File: src/rtl/fulladd_r.sv
// Ripple-carry adder built from half-adder pairs, with optional output registers.
// Produces the sum, the carry-out and the two's-complement overflow flag.
module fulladd_r #(
    parameter int WIDTH   = 4,
    parameter bit REG_OUT = 1'b1
) (
    input  logic [WIDTH-1:0] i0,
    input  logic [WIDTH-1:0] i1,
    input  logic             cin,
    output logic [WIDTH-1:0] o,
    output logic             cout,
    input  logic             clk,
    input  logic             reset,
    output logic             ovf
);

    logic [WIDTH:0]   carry;
    logic [WIDTH-1:0] sum_next;
    logic             cout_next;
    logic             ovf_next;

    // Each cell: first half adder on the operands, second on its sum and the carry-in.
    always_comb begin : ripple
        logic ha1_s;
        logic ha1_c;
        logic ha2_s;
        logic ha2_c;
        carry    = '0;
        sum_next = '0;
        ha1_s    = 1'b0;
        ha1_c    = 1'b0;
        ha2_s    = 1'b0;
        ha2_c    = 1'b0;
        carry[0] = cin;
        for (int k = 0; k < WIDTH; k++) begin
            ha1_s        = i0[k] ^ i1[k];
            ha1_c        = i0[k] & i1[k];
            ha2_s        = ha1_s ^ carry[k];
            ha2_c        = ha1_s & carry[k];
            sum_next[k]  = ha2_s;
            carry[k+1]   = ha1_c | ha2_c;
        end
        cout_next = carry[WIDTH];
        ovf_next  = carry[WIDTH] ^ carry[WIDTH-1];
    end

    generate
        if (REG_OUT) begin : g_reg
            always_ff @(posedge clk or posedge reset) begin
                if (reset) begin
                    o    <= '0;
                    cout <= 1'b0;
                    ovf  <= 1'b0;
                end else begin
                    o    <= sum_next;
                    cout <= cout_next;
                    ovf  <= ovf_next;
                end
            end
        end else begin : g_comb
            assign o    = sum_next;
            assign cout = cout_next;
            assign ovf  = ovf_next;
        end
    endgenerate

endmodule

File: config.mk
export PLATFORM = sky130hd
export DESIGN_NAME = fulladd_r
export DESIGN_NICKNAME = d
export VERILOG_FILES = /design/src/rtl/fulladd_r.sv
export SDC_FILE = /design/constraint.sdc
export NUM_CORES = 1
export LEC_CHECK = 0
export BUFFER_PORTS_ARGS = -buffer_cell sky130_fd_sc_hd__buf_2
export CAP_MARGIN = 20
export CORE_AREA = 2 2 39 41
export CTS_BUF_LIST = sky130_fd_sc_hd__clkbuf_16
export CTS_CLUSTER_DIAMETER = 200
export DETAILED_ROUTE_END_ITERATION = 10
export DIE_AREA = 0 0 41 43
export PLACE_DENSITY_LB_ADDON = 0.15
export SLEW_MARGIN = 20
export SYNTH_ARGS = -nofsm -noshare
export SYNTH_HDL_FRONTEND = slang
export SYNTH_SLANG_ARGS = --single-unit
File: constraint.sdc
create_clock -name clk -period 0.8 [get_ports clk]
set_clock_uncertainty 0.2 [all_clocks]
set_input_delay 0.08 -clock clk [delete_from_list [all_inputs] [get_ports clk]]
set_output_delay 0.08 -clock clk [all_outputs]
set_load 0.02 [all_outputs]
After elaboration in Yosys (flattened, before gate mapping):

Index checks and enable logic that the tools add are counted.

* bitwise gates (word level): 21

Operators by type and width (number)
* $xor 1x1->1: 9
* $and 1x1->1: 8
* $or 1x1->1: 4

* bits in registers: 6
* input port bits: 11
* output and inout port bits: 6
* word-level logic and storage cells: 24

Depth between registers and ports, before layout:

* depth after elaboration: 10
* depth in mapped cells: 8
* depth with buffers taken out: 8

Worst setup path before layout:

Ideal clock, no wire load.

* path type: input to register
* start point: input i0[0]
* end point: register o[3]
* library setup time: 64 ps
* data arrival time: 1625 ps
* required time: 536 ps
* path slack: -1090 ps
* stages: 8
* path buffers: 0
* path through: inv_1 fa_1 inv_1 fa_1 fa_1 inv_1 fa_1 inv_1

* word-level cells in the longest chain between the ends: 8
* elaborated cells on any way between the ends: 9
* those cells by class: bitwise (9)

Ends and longest elaborated chain
* start, declared: line 7 `input logic [WIDTH-1:0] i0,`
* $xor 1x1->1: line 36 `ha1_s = i0[k] ^ i1[k];`
* $and 1x1->1: line 39 `ha2_c = ha1_s & carry[k];`
* $or 1x1->1 (*): line 41 `carry[k+1] = ha1_c | ha2_c;`
* $and 1x1->1 (*): line 39
* $or 1x1->1 (*): line 41
* $and 1x1->1 (*): line 39
* $or 1x1->1 (*): line 41
* $xor 1x1->1 (*): line 38 `ha2_s = ha1_s ^ carry[k];`
* via ripple.ha2_s: line 26 `logic ha2_s;`
* end signal, assigned: line 55 `o <= sum_next;`
* end, declared: line 10 `output logic [WIDTH-1:0] o,`

The timed path passes the listed nets; every way through them passes the cells marked *.

Final worst setup path:

Ends and elaborated chain as after synthesis.

==> results by group <==
Drt
  • Total number of vias: about 210
  • Residual DRC: 0
  • Final ANT Viol Nets: 0
  • DRT iter0 DRCs: 0
  • Detailed Route WL: 509 um
  • DR pass1 iterations: 1
  • WL/cell: 8.48 um
  • Vias per std cell: 3.52

Global route
  • Vias in the first global route: between 200 and 250
  • Remaining Overflow, GRT: 0
  • Global-route wire length before repair: approximately 800 um
  • Largest net degree at the start of global routing: 7
  • Total GRT Usage: 0.0780
  • Initial antenna violation count: 0

CTS
  • CTS Buffer Depth: 2
  • Clock slew at reported path FFs: about 0.03 ns
  • CTS buffer count: 3
  • CTS Sinks: 6
  • TritonCTS clock tree: done
  • Clk root buf: clkbuf_16
  • Hold_buf cts: 1
  • CTS HTree Levels: 1

Pwr
  • Pwr/cell area: 2650 nW/um^2
  • Leakage: 0.000291 uW
  • Peak VDD IR: 0.865 mV

Critical path
  • Critical path data required time: 0.76 ns
  • Critical path class: primary input to register
  • Worst Setup End Kind: register
  • Bufs and invs on worst path: 5
  • Worst Setup Start Kind: primary input
  • Slowest stage delay, CP: 0.42 ns
  • Family with the most delay on the worst path: adder cells
  • CP most frequent cell: fa_2
  • Worst path arrival time: 1.71 ns
  • Worst-path fanout max: 2
  • Crit path cell chain: buf_8 -> inv_12 -> fa_2 -> inv_2 -> fa_2 -> fa_2 -> inv_2 -> fa_2 -> inv_1
  • Highest-delay cell along the critical path: fa_2

Timing
  • Fmax: 0.574 GHz
  • Final Cycle Share: 2.18
  • Max-slew violation count: 0
  • Relative slew slack: 0.863
  • Endpoints failing setup: 12
  • Fin. Hold Viols: 2
  • Final worst path period need: about 1.7 ns
  • Hold_ws: -0.0294 ns
  • Setup WS post-layout: -0.942 ns
  • RSZ-0062 raised after global routing: true
  • Worst Tran Pin Value: 0.206 ns

Logic synthesis
  • Post-Syn Instances: 22
  • Seq cells post-synth: 6
  • Area leader, netlist: dfrtp_1
  • Synth top area cells: dfrtp_1 (54%), fa_1 (29%), inv_1 (15%)
  • Post-synthesis cell type count: 4
  • Syn Area/Cell: roughly 13 um^2
  • Synth Warn #: 0
  • Mapped Area: between 200 and 300 um^2
  • Top FF cell, synth: dfrtp_1
  • Post-synth top area share: 0.536
  • Top cells by count, synth: inv_1 (11), dfrtp_1 (6), fa_1 (4)
  • Synthesized Nets: 37
  • Async SR Flop Fraction: 1.00
  • Number of synthesized flops with an enable pin: 0
  • Register area share after synthesis: 0.536
  • Count leader, synth: inv_1

Floorplan
  • DIE HEIGHT: 43 um
  • Starting Density: 0.203
  • Num ports: 17
  • Number of core rows: 14
  • Total core area: between 1000 and 1500 um^2
  • Die width: 41 um
  • Die area: 1760 um^2

Finish
  • Fraction of layout cells with a size suffix above 1: 0.727
  • Antenna cells: 0
  • Post-layout nets: between 60 and 70
  • Fin area: 569 um^2
  • Number of non-filler instances in the completed layout: 60
  • Area Growth Syn to Fin: 103%

Worst hold path
  • Hold Path Class: primary input to register

Outcome
  • Status: finished with violations
  • Failing checks: hold timing, setup timing

Placement
  • Input/output buffers: 16
  • Detailed placer's ending HPWL: 427 um
  • Placed inst area: 415 um^2
  • DP Cell Count: between 50 and 60
  • Routability cong.: approximately 0.67

Flow run
  • Max-Cap Viols: 0
-- worst paths after layout --
kind,startpoint,end,depth (start not counted)
max in group asynchronous,reset,cout,3
min in group asynchronous,reset,o[2],3
worst max-delay path,i0[0],o[3],9
worst min-delay path,i1[1],o[1],2
-- layout by cell type, fill, tap and decap left out --
| master | Yosys | final |
|---|---|---|
| buf_2 | 0 | 8 |
| buf_6 | 0 | 7 |
| dfrtp_1 | 6 | 6 |
| inv_1 | 11 | 5 |
| inv_2 | 0 | 4 |
| fa_2 | 0 | 4 |
| clkbuf_16 | 0 | 3 |
| buf_4 | 0 | 2 |
| inv_12 | 0 | 1 |
| inv_6 | 0 | 1 |
| xnor2_2 | 0 | 1 |
| dlygate4sd3_1 | 0 | 1 |
| buf_8 | 0 | 1 |
-- sequential cells by signal, summed over array words and instances, names as in the netlist --
register  count
cout          1
o             4
ovf           1
-- power breakdown --
group,total [uW],internal (uW),switching (uW)
sequential,378,357,21.4
clock,788,639,148
combinational,343,187,156
-- metal layers --
layer  global-route usage  routed length (um)
met1               0.0497                 138
met2                0.128                 316
met3                    0                  34
met4                0.140                  19
met5                    0                   0
-- final cells by class --
type                       instances  area (um^2)
fill                             137          815
timing repair buffer              19          159
sequential                         6          150
multi-input combinational          5          106
clock buffer                       3         75.1
inverter                          11         58.8
tap                               16         20.0
-- repair_timing --
action                     4_1_cts  5_1_grt
resized for setup               17        2
hold endpoints to repair         8        2
pin swaps                        1        1
setup endpoints to repair       12       12
setup buffers                    0        1
-- per-stage QoR --
step	power (uW)	setup WS, ns	TNS (ns)	util	hold slack [ns]
2_1_floorplan	516	-0.989	-3.98	-	-0.329
3_3_place_gp	614	-1.19	-5.19	0.300	-0.212
3_5_place_dp	627	-1.23	-5.37	0.300	-0.204
4_1_cts	1510	-0.943	-4.74	0.401	-0.0293
5_1_grt	1570	-0.983	-5.01	0.411	-0.0270
6_report	1510	-0.942	-4.74	0.411	-0.0294
-- cell families (layout without fill, tap and decap cells) --
logic type,after synthesis,count (layout),synth area share
XOR/XNOR,1,1,0.0313
buffers and inverters,11,33,0.147
adder cells (fa/ha/maj),4,4,0.286
flip-flops,6,6,0.536
(Power assumes the default switching activity.)
